## src/rtl/hwag_sync_gen.sv

```systemverilog
// -----------------------------------------------------------------------------
// hwag_sync_gen -- tooth-wheel synchroniser and sub-tooth angle interpolator.
//
// Consumes a filtered single-cycle tooth-edge pulse. It measures tooth periods,
// finds the missing-tooth gap, and then tracks the physical tooth index. In the
// SYNC state it splits each tooth period into 2^TICK_SH angle ticks.
//
// Ports:
//   clk_i, rst_ni     clock, asynchronous active-low reset
//   ena_i             block enable; low returns to IDLE and clears all state
//   tooth_edge_i      filtered tooth edge (single-cycle pulse)
//   cfg_min_i/max_i   valid normal tooth period window, clk cycles, inclusive
//   cfg_thnb_i        teeth per revolution including missing teeth
//   cfg_miss_i        missing teeth in the gap (1..3, 0 behaves as 1)
//   state_o           00 IDLE, 01 SEARCH, 10 SYNC
//   synced_o          high while in SYNC
//   tooth_o           physical tooth index, 0 = first tooth after the gap
//   angle_o           tooth<<TICK_SH plus sub-tooth ticks
//   angle_tick_o      one-cycle pulse per angle increment
//   period_o          last captured normal tooth period
//   sync_ev_o         one-cycle pulse on SEARCH->SYNC
//   sync_err_o        one-cycle pulse on SYNC->SEARCH
//
// Optional feature, macro HWAG_ANGLE_CMP_EN: adds cmp_val_i / cmp_hit_o. The
// output cmp_hit_o pulses when the angle becomes equal to cmp_val_i while the
// block is in SYNC.
// -----------------------------------------------------------------------------
module hwag_sync_gen #(
    parameter int PCNT_W  = 24,
    parameter int TCNT_W  = 8,
    parameter int TICK_SH = 4
) (
    input  logic                      clk_i,
    input  logic                      rst_ni,
    input  logic                      ena_i,
    input  logic                      tooth_edge_i,
    input  logic [PCNT_W-1:0]         cfg_min_i,
    input  logic [PCNT_W-1:0]         cfg_max_i,
    input  logic [TCNT_W-1:0]         cfg_thnb_i,
    input  logic [1:0]                cfg_miss_i,
    output logic [1:0]                state_o,
    output logic                      synced_o,
    output logic [TCNT_W-1:0]         tooth_o,
    output logic [TCNT_W+TICK_SH-1:0] angle_o,
    output logic                      angle_tick_o,
    output logic [PCNT_W-1:0]         period_o,
    output logic                      sync_ev_o,
    output logic                      sync_err_o
`ifdef HWAG_ANGLE_CMP_EN
    ,
    input  logic [TCNT_W+TICK_SH-1:0] cmp_val_i,
    output logic                      cmp_hit_o
`endif
);

    localparam int AW = TCNT_W + TICK_SH;
    localparam int LW = AW + 1;

    localparam logic [1:0] ST_IDLE   = 2'b00;
    localparam logic [1:0] ST_SEARCH = 2'b01;
    localparam logic [1:0] ST_SYNC   = 2'b10;

    function automatic logic in_range(input logic [PCNT_W-1:0] v,
                                      input logic [PCNT_W-1:0] lo,
                                      input logic [PCNT_W-1:0] hi);
        return (v >= lo) && (v <= hi);
    endfunction

    logic [1:0]        state_q, state_d;
    logic [PCNT_W-1:0] pcnt_q, pcnt_d;
    logic [PCNT_W-1:0] cap0_q, cap0_d;
    logic [PCNT_W-1:0] cap1_q, cap1_d;
    logic [1:0]        ccnt_q, ccnt_d;
    logic [TCNT_W-1:0] tooth_q, tooth_d;
    logic [AW-1:0]     angle_q, angle_d;
    logic [PCNT_W-1:0] period_q, period_d;
    logic [PCNT_W-1:0] div_q, div_d;
    logic              tick_q, tick_d;
    logic              ev_q, ev_d;
    logic              err_q, err_d;
    logic              synced_q, synced_d;

    logic [1:0]        miss_s;
    logic [TCNT_W-1:0] gap_tooth_s;
    logic [TCNT_W-1:0] tooth_inc_s;
    logic              gap_exp_s;
    logic              gap_cond_s;
    logic              pcnt_max_s;
    logic [1:0]        ccnt_inc_s;
    logic [PCNT_W-1:0] pcnt_next_s;
    logic [PCNT_W-1:0] reload_s;
    logic              div_term_s;
    logic [LW-1:0]     lim_teeth_s;
    logic [LW-1:0]     lim_s;
    logic              at_lim_s;
    logic              viol_s;

    // Helper terms: gap position, gap test on post-shift captures, interpolator limit.
    always_comb begin
        miss_s      = (cfg_miss_i == 2'd0) ? 2'd1 : cfg_miss_i;
        gap_tooth_s = cfg_thnb_i - TCNT_W'(1'b1) - TCNT_W'(miss_s);
        tooth_inc_s = tooth_q + TCNT_W'(1'b1);
        gap_exp_s   = (tooth_q == gap_tooth_s);
        // After the shift, cap0 = pcnt_q and cap1 = cap0_q (cap2 = cap1_q).
        gap_cond_s  = {1'b0, pcnt_q} > {cap0_q, 1'b0};
        pcnt_max_s  = (pcnt_q == {PCNT_W{1'b1}});
        ccnt_inc_s  = (ccnt_q == 2'd3) ? 2'd3 : (ccnt_q + 2'd1);
        pcnt_next_s = tooth_edge_i ? PCNT_W'(1'b1)
                    : (pcnt_max_s ? pcnt_q : (pcnt_q + PCNT_W'(1'b1)));
        reload_s    = period_q >> TICK_SH;
        if (reload_s == {PCNT_W{1'b0}}) begin
            reload_s = PCNT_W'(1'b1);
        end else begin
            reload_s = period_q >> TICK_SH;
        end
        div_term_s  = ((div_q + PCNT_W'(1'b1)) >= reload_s);
        // The gap interval covers the current tooth plus the missing ones.
        lim_teeth_s = LW'(tooth_q) + LW'(1'b1) + (gap_exp_s ? LW'(miss_s) : LW'(1'b0));
        lim_s       = (lim_teeth_s << TICK_SH) - LW'(1'b1);
        at_lim_s    = (LW'(angle_q) >= lim_s);
        if (gap_exp_s) begin
            viol_s = !gap_cond_s;
        end else begin
            viol_s = !in_range(pcnt_q, cfg_min_i, cfg_max_i) || gap_cond_s;
        end
    end

    // Next-state logic for the sync FSM, capture chain and interpolator.
    always_comb begin
        state_d  = state_q;
        pcnt_d   = pcnt_q;
        cap0_d   = cap0_q;
        cap1_d   = cap1_q;
        ccnt_d   = ccnt_q;
        tooth_d  = tooth_q;
        angle_d  = angle_q;
        period_d = period_q;
        div_d    = div_q;
        tick_d   = 1'b0;
        ev_d     = 1'b0;
        err_d    = 1'b0;
        if (!ena_i) begin
            state_d  = ST_IDLE;
            pcnt_d   = {PCNT_W{1'b0}};
            cap0_d   = {PCNT_W{1'b0}};
            cap1_d   = {PCNT_W{1'b0}};
            ccnt_d   = 2'd0;
            tooth_d  = {TCNT_W{1'b0}};
            angle_d  = {AW{1'b0}};
            period_d = {PCNT_W{1'b0}};
            div_d    = {PCNT_W{1'b0}};
        end else begin
            case (state_q)
                ST_IDLE: begin
                    state_d = ST_SEARCH;
                end
                ST_SEARCH: begin
                    pcnt_d = pcnt_next_s;
                    if (tooth_edge_i) begin
                        cap0_d = pcnt_q;
                        cap1_d = cap0_q;
                        ccnt_d = ccnt_inc_s;
                        if ((ccnt_inc_s == 2'd3) && gap_cond_s &&
                            in_range(cap0_q, cfg_min_i, cfg_max_i) &&
                            in_range(cap1_q, cfg_min_i, cfg_max_i)) begin
                            state_d  = ST_SYNC;
                            ev_d     = 1'b1;
                            tooth_d  = {TCNT_W{1'b0}};
                            angle_d  = {AW{1'b0}};
                            period_d = cap0_q;
                            div_d    = {PCNT_W{1'b0}};
                        end else begin
                            state_d = ST_SEARCH;
                        end
                    end else begin
                        state_d = ST_SEARCH;
                    end
                end
                ST_SYNC: begin
                    pcnt_d = pcnt_next_s;
                    if (tooth_edge_i) begin
                        // The edge always wins over a coincident divider terminal count.
                        cap0_d = pcnt_q;
                        cap1_d = cap0_q;
                        ccnt_d = ccnt_inc_s;
                        div_d  = {PCNT_W{1'b0}};
                        if (viol_s) begin
                            state_d = ST_SEARCH;
                            err_d   = 1'b1;
                            ccnt_d  = 2'd0;
                        end else if (gap_exp_s) begin
                            tooth_d = {TCNT_W{1'b0}};
                            angle_d = {AW{1'b0}};
                        end else begin
                            tooth_d  = tooth_inc_s;
                            angle_d  = {tooth_inc_s, {TICK_SH{1'b0}}};
                            period_d = pcnt_q;
                        end
                    end else if (pcnt_max_s) begin
                        // No edge for a full counter range: the wheel has stopped.
                        state_d = ST_SEARCH;
                        err_d   = 1'b1;
                        ccnt_d  = 2'd0;
                    end else if (div_term_s) begin
                        div_d = {PCNT_W{1'b0}};
                        if (!at_lim_s) begin
                            tick_d  = 1'b1;
                            angle_d = angle_q + AW'(1'b1);
                        end else begin
                            angle_d = angle_q;
                        end
                    end else begin
                        div_d = div_q + PCNT_W'(1'b1);
                    end
                end
                default: begin
                    state_d = ST_IDLE;
                end
            endcase
        end
        synced_d = (state_d == ST_SYNC);
    end

    // State and output registers.
    always_ff @(posedge clk_i or negedge rst_ni) begin
        if (!rst_ni) begin
            state_q  <= ST_IDLE;
            pcnt_q   <= {PCNT_W{1'b0}};
            cap0_q   <= {PCNT_W{1'b0}};
            cap1_q   <= {PCNT_W{1'b0}};
            ccnt_q   <= 2'd0;
            tooth_q  <= {TCNT_W{1'b0}};
            angle_q  <= {AW{1'b0}};
            period_q <= {PCNT_W{1'b0}};
            div_q    <= {PCNT_W{1'b0}};
            tick_q   <= 1'b0;
            ev_q     <= 1'b0;
            err_q    <= 1'b0;
            synced_q <= 1'b0;
        end else begin
            state_q  <= state_d;
            pcnt_q   <= pcnt_d;
            cap0_q   <= cap0_d;
            cap1_q   <= cap1_d;
            ccnt_q   <= ccnt_d;
            tooth_q  <= tooth_d;
            angle_q  <= angle_d;
            period_q <= period_d;
            div_q    <= div_d;
            tick_q   <= tick_d;
            ev_q     <= ev_d;
            err_q    <= err_d;
            synced_q <= synced_d;
        end
    end

    assign state_o      = state_q;
    assign synced_o     = synced_q;
    assign tooth_o      = tooth_q;
    assign angle_o      = angle_q;
    assign angle_tick_o = tick_q;
    assign period_o     = period_q;
    assign sync_ev_o    = ev_q;
    assign sync_err_o   = err_q;

`ifdef HWAG_ANGLE_CMP_EN
    logic cmp_hit_q, cmp_hit_d;

    // Compare hit: only when the angle actually moves (tick or edge reload) in SYNC.
    always_comb begin
        if ((state_d == ST_SYNC) && (tick_d || tooth_edge_i)) begin
            cmp_hit_d = (angle_d == cmp_val_i);
        end else begin
            cmp_hit_d = 1'b0;
        end
    end

    // Compare hit register.
    always_ff @(posedge clk_i or negedge rst_ni) begin
        if (!rst_ni) begin
            cmp_hit_q <= 1'b0;
        end else begin
            cmp_hit_q <= cmp_hit_d;
        end
    end

    assign cmp_hit_o = cmp_hit_q;
`endif

endmodule

```

## config.mk

```make
export PLATFORM = sky130hd
export DESIGN_NAME = hwag_sync_gen
export DESIGN_NICKNAME = d
export VERILOG_FILES = /design/src/rtl/hwag_sync_gen.sv
export SDC_FILE = /design/constraint.sdc
export NUM_CORES = 1
export LEC_CHECK = 0
export CORE_MARGIN = 2
export CORE_UTILIZATION = 60
export CTS_CLUSTER_SIZE = 12
export DETAILED_ROUTE_END_ITERATION = 12
export HOLD_SLACK_MARGIN = 0.05
export PLACE_DENSITY_LB_ADDON = 0.3
export SKIP_CTS_REPAIR_TIMING = 1
export SLEW_MARGIN = 5
export SYNTH_ARGS = -nofsm -noshare
export SYNTH_HDL_FRONTEND = slang
export SYNTH_SLANG_ARGS = --single-unit
```

## constraint.sdc

```tcl
create_clock -name clk_i -period 6.8 [get_ports clk_i]
set_input_delay 1.36 -clock clk_i [delete_from_list [all_inputs] [get_ports clk_i]]
set_output_delay 1.36 -clock clk_i [all_outputs]
set_load 0.05 [all_outputs]
```

==> results of run 1 <==
-- routing by layer --
layer	vias to the layer above	share of wire (%)
met1	5719	43
met5	-	0
met2	430	48
li1	5614	-
met3	81	6.2
met4	0	2.9
-- worst max-delay path: cells and delay by family --
kind                       cells  cell delay, ns
adders and majority gates      4            1.02
xor gates and xnor gates       2            0.41
and+or+nand+nor               11            1.93
buffers and inverters          4            0.78
AOI/OAI and AO/OA              8            1.36
-- sequential cells by signal (all words and copies together), names as in the netlist --
name          cells
state_o           2
ccnt_q            2
sync_ev_o         1
period_o         24
synced_o          1
cap0_q           24
tooth_o           8
angle_o          12
div_q            24
angle_tick_o      1
sync_err_o        1
pcnt_q           24
cap1_q           24
-- cells in the mapped netlist, types with 3 or more instances --
library cell,instances
a211o_1,8
a211oi_1,15
a21o_1,24
a21oi_1,71
a31oi_1,3
and2_1,8
and3_1,29
and4_1,4
and4b_1,3
buf_1,4
buf_2,6
buf_4,3
clkbuf_1,51
dfrtp_1,148
ha_1,208
inv_1,118
mux2_2,3
mux2i_1,8
nand2_1,117
nand2b_1,25
nand3_1,101
nand3b_1,5
nand4_1,48
nand4b_1,5
nor2_1,82
nor2b_1,15
nor3_1,37
nor3b_1,5
nor4_1,19
o2111ai_1,7
o211ai_1,8
o21a_1,10
o21ai_0,108
o221ai_1,19
o2bb2ai_1,4
o31ai_1,34
o41ai_1,3
xnor2_1,32
xor2_1,33
-- where the power goes --
part           total, mW  leakage [nW]  internal, mW  switching [mW]
Sequential         0.905          2.05         0.889          0.0161
Clock               1.02         0.301         0.633           0.389
Combinational      0.278          4.57         0.109           0.169
-- cell type report --
type	count	area share [%]
clock buffers	23	3.15
clock inverters	9	1.02
inverters	118	2.98
multi-input cells	1152	56.5
flip-flops and latches	148	24.9
well taps	275	2.32
repair buffers	141	9.03
-- worst min path at each step --
stage	from	to	slack, ns	depth (start not counted)
2_1_floorplan	cap1_q[23]	cap1_q[23]	0.47	2
4_1_cts	period_o[1]	period_o[1]	0.52	1
3_3_place_gp	cap1_q[9]	cap1_q[9]	0.50	2
6_report	period_o[1]	period_o[1]	0.52	1
3_5_place_dp	period_o[1]	period_o[1]	0.50	1
5_1_grt	period_o[3]	period_o[3]	0.55	1
-- metrics by stage --
step	setup WS, ns	power, mW	TNS (ns)
finish	0.256	2.21	0
global route	-0.0387	2.26	-0.146
CTS	0.0214	2.20	0
detailed placement	-0.416	1.19	-4.39
global placement	-0.139	1.18	-1.12
floorplan	0.156	1.07	0
-- logic make-up after synthesis --
logic type      synth area share, %
buf+inv                        5.56
mux                           0.895
flops                          29.1
fa+ha+maj                      20.8
xor+xnor                       4.48
compound gates                 18.1
simple gates                   21.1
==> impl_metrics.py, run 1 <==
metrics = {
    "critical_path": {
        "path_class": "input port to register",
        "reg2reg_depth": 26,
        "critPathLaunchType": "input port",
        "crit_end": "angle_o[11]",
        "cpMaxStageDelayCell": "clkdlybuf4s50_1",
        "cpPeakStageDelay_ns": 0.41,
        "r2r_end": "angle_o[11]",
        "crit_arrival_ns": 6.88,
        "end_kind": "register",
        "required_ns": 7.13,
        "worst-path-max-fanout": 5,
        "critical_path.startpoint": "cfg_thnb_i[0]",
        "r2r_slack_ns": 1.48,
        "timing.rr.start": "tooth_o[5]",
    },
    "clocking": {
        "htree_num_levels": 4,
        "cts.sinks": 148,
        "root_buffer": "clkbuf_16",
        "numCtsBuffers": 17,
        "insertion_delay_ns": 0.43,
        "clock_path_buffers": 2,
        "cts_tree": "built",
        "clk_pin_slew_ns": 0.06,
    },
    "route": {
        "detail-route-antenna-nets": 0,
        "drt-total-wl_um": 35100,
        "viasPerCell": 6.35,
        "drt-wirelength-per-cell_um": 18.8,
        "dr.pass1.iters": 5,
        "vias": 11844,
        "route.detailed.drc": 0,
        "drt_iter0_drc": 1117,
    },
    "outcome": {
        "outcome": "completed",
    },
    "sta": {
        "hold_viol": 0,
        "fin_skew_ns": 0.0110,
        "holdWs_ns": 0.516,
        "slew_headroom_pct": 20.2,
        "finalCritPeriodShare_pct": 96.2,
        "setup-violations-final": 0,
        "worst_pin_slew_ns": 1.19,
        "clock.fmax_mhz": 153,
        "period_needed_ns": 6.54,
        "slew_violations": 0,
    },
    "logic_synthesis": {
        "synth_edf_count": 0,
        "async_flop_share_pct": 100,
        "yosysWarnings": 0,
        "netlist.area_leader.share_pct": 29.1,
        "synth_area_leaders": "dfrtp_1 29%, ha_1 20%, o21ai_0 4.2%",
        "seq_area_frac_synth_pct": 29.1,
        "synth_flop_cell": "dfrtp_1",
        "syn_inst": 1483,
        "ys_ff_latch": 148,
        "avgSynthCellArea_um2": 8.58,
        "synth.largest_area_cell": "dfrtp_1",
        "synth_area_um2": 12700,
        "synth_fp_nets": 1755,
        "synth.distinct_cells": 79,
    },
    "cells_and_area": {
        "antennaDiodeCount": 0,
        "layout.nets": 1850,
        "area.sequential_um2": 3700,
        "drive_above_1_share_pct": 6.35,
        "stdcell_count": 1866,
        "mostFrequentLayoutCell": "ha_1",
        "final_cell_mix": "205 x ha_1, 148 x dfrtp_1, 117 x inv_1",
        "design_area_um2": 14800,
        "utilization_pct": 71.1,
        "n_fill_cell": 1610,
        "area_growth_pct": 16.7,
        "multi_input_area_um2": 8390,
    },
    "placement": {
        "dpl-instance-area_um2": 14100,
        "place_congestion": 0.981,
        "dp.cells": 1829,
        "hpwlAfterDp_um": 25800,
        "portBuffers": 111,
    },
    "floorplan": {
        "ios": 112,
        "die_y_um": 150,
        "initial_utilization_pct": 60.9,
        "die_x_um": 150,
        "dieArea_um2": 22400,
        "fp.coreArea_um2": 20900,
        "fp-row-count": 53,
    },
    "global_route": {
        "grt_overflow": 0,
        "grt_antenna_before_repair": 0,
        "gr-usage-met3_pct": 4.42,
        "use_met1_pct": 41.8,
        "grt_pass1_wl_um": 56500,
        "top_usage_layer": "met2",
        "use_met2_pct": 53.2,
        "grt_pass1_vias": 11382,
        "grt_usage_pct": 31.5,
        "grt_max_degree": 95,
    },
    "pwr": {
        "p_leak_nw": 6.93,
        "peakVddDrop_mv": 0.146,
        "p_per_area_nw_per_um2": 149,
    },
    "flow_run": {
        "drv_cap": 0,
    },
    "hold_path": {
        "hp-class": "register to register",
    },
}
No activity file was read; power rests on OpenSTA's default activity.
==> inputs of run 2 (changes only) <==
--- a/config.mk
+++ b/config.mk
@@ -5,12 +5,13 @@
 export SDC_FILE = /design/constraint.sdc
 export NUM_CORES = 1
 export LEC_CHECK = 0
-export CORE_MARGIN = 2
+export CORE_ASPECT_RATIO = 0.5
+export CORE_MARGIN = 8
 export CORE_UTILIZATION = 60
 export CTS_CLUSTER_SIZE = 12
 export DETAILED_ROUTE_END_ITERATION = 12
 export HOLD_SLACK_MARGIN = 0.05
-export PLACE_DENSITY_LB_ADDON = 0.3
+export PLACE_DENSITY = 0.82
 export SKIP_CTS_REPAIR_TIMING = 1
 export SLEW_MARGIN = 5
 export SYNTH_ARGS = -nofsm -noshare
==> run 2 against run 1 <==
Net effect:
- hold slack gained 0.013 ns
- setup slack lost 0.085 ns
- clock skew grew 0.0031 ns
- sequential cell count is the same
- non-clock buffer count shrank 1
- first-iteration DRC count grew 24%
- clock power is essentially flat
- core utilization grew 0.76 points
- critical endpoint unchanged
==> impl_metrics.py, run 2 (same netlist as run 1, synthesis figures left out) <==
metrics = {
    "outcome": {
        "outcome": "completed",
    },
    "sta": {
        "clock.fmax_mhz": 151,
        "holdWs_ns": 0.529,
        "finalWorstSetupSlack_ns": 0.171,
        "slew_headroom_pct": 15.6,
        "slew_violations": 0,
        "fin_skew_ns": 0.0141,
        "hold_viol": 0,
        "fin_tns_setup_ns": 0,
        "finalCritPeriodShare_pct": 97.5,
        "setup-violations-final": 0,
        "period_needed_ns": 6.63,
        "worst_pin_slew_ns": 1.26,
    },
    "clocking": {
        "cts.sinks": 148,
        "clk_pin_slew_ns": 0.06,
        "cts_tree": "built",
        "insertion_delay_ns": 0.44,
        "numCtsBuffers": 17,
        "clock_path_buffers": 2,
        "htree_num_levels": 4,
        "root_buffer": "clkbuf_16",
    },
    "cells_and_area": {
        "mostFrequentLayoutCell": "ha_1",
        "area_growth_pct": 16.9,
        "drive_above_1_share_pct": 6.48,
        "antennaDiodeCount": 0,
        "design_area_um2": 14900,
        "layout.nets": 1850,
        "utilization_pct": 71.8,
        "final_cell_mix": "205 x ha_1, 148 x dfrtp_1, 117 x inv_1",
        "stdcell_count": 1863,
    },
    "global_route": {
        "grt_pass1_vias": 11836,
        "grt_max_degree": 76,
        "grt_overflow": 0,
        "grt_antenna_before_repair": 0,
        "grt_usage_pct": 28.4,
        "grt_pass1_wl_um": 61900,
    },
    "critical_path": {
        "worst-path-max-fanout": 5,
        "path_class": "input port to register",
        "crit_arrival_ns": 6.96,
        "end_kind": "register",
        "required_ns": 7.14,
        "critPathLaunchType": "input port",
    },
    "route": {
        "drt-wirelength-per-cell_um": 20.6,
        "viasPerCell": 6.44,
        "vias": 11992,
        "dr.pass1.iters": 5,
        "drt-total-wl_um": 38400,
        "detail-route-antenna-nets": 0,
        "route.detailed.drc": 0,
        "drt_iter0_drc": 1386,
    },
    "floorplan": {
        "fp.coreArea_um2": 20700,
        "dieArea_um2": 26400,
        "die_x_um": 222,
        "fp-row-count": 37,
        "initial_utilization_pct": 61.5,
        "ios": 112,
        "die_y_um": 119,
    },
    "pwr": {
        "p_total_mw": 2.22,
        "peakVddDrop_mv": 0.134,
        "p_per_area_nw_per_um2": 149,
        "p_leak_nw": 6.92,
    },
    "placement": {
        "dpl-instance-area_um2": 14100,
        "dp.cells": 1828,
        "place_congestion": 0.954,
        "hpwlAfterDp_um": 28900,
        "dp_slack_ns": -0.572,
        "portBuffers": 111,
    },
    "hold_path": {
        "hp-class": "register to register",
    },
    "flow_run": {
        "drv_cap": 0,
    },
}
[run 2: final cells by class]
type                    instances  area (um2)
multi-input cells            1153        8420
fillers                      1600        5830
flip-flops and latches        148        3700
repair buffers                140        1330
clock buffers                  19         443
inverters                     118         443
well taps                     273         342
clock inverters                12         180
[run 2: critical path, stage by stage]
cell,delay [ns]
clkdlybuf4s50_1,0.41
ha_2,0.21
fa_2,0.39
buf_4,0.16
nor3_1,0.22
and3_1,0.21
o22ai_2,0.11
a211oi_4,0.26
o21ai_1,0.11
ha_2,0.22
fa_2,0.38
nor2_1,0.16
xnor2_1,0.17
nand3_2,0.17
nor4_4,0.23
a31oi_1,0.08
xor2_1,0.19
ha_1,0.33
a22o_1,0.16
nor4_2,0.04
o21ai_1,0.07
nand4_1,0.23
a311oi_4,0.48
nor2_2,0.11
and4b_1,0.25
nor4_2,0.25
[run 2: final timing paths]
check / startpoint / endpoint / slack, ns / cells after the start
max in group asynchronous: rst_ni / cap1_q[20] / 4.35 / 2
min in group asynchronous: rst_ni / cap1_q[1] / 0.91 / 1
max: cfg_thnb_i[0] / angle_o[11] / 0.17 / 26
min: cap1_q[13] / cap1_q[13] / 0.53 / 2
min reg2reg: cap1_q[13] / cap1_q[13] / 0.53 / 2
max reg2reg: tooth_o[5] / angle_o[11] / 1.41 / 22
[run 2: where the power goes]
part / switching [mW] / internal (mW)
clock network: 0.403 / 0.623
registers: 0.0170 / 0.889
logic: 0.174 / 0.109
[run 2: routing by layer]
metal  track usage (%)  share of wire [%]  up-vias
li1                  -                  -     5612
met1              37.7                 44     5859
met2              46.8                 47      461
met3              6.00                7.7       60
met4              7.99                1.7        0
met5                 0                  0        -
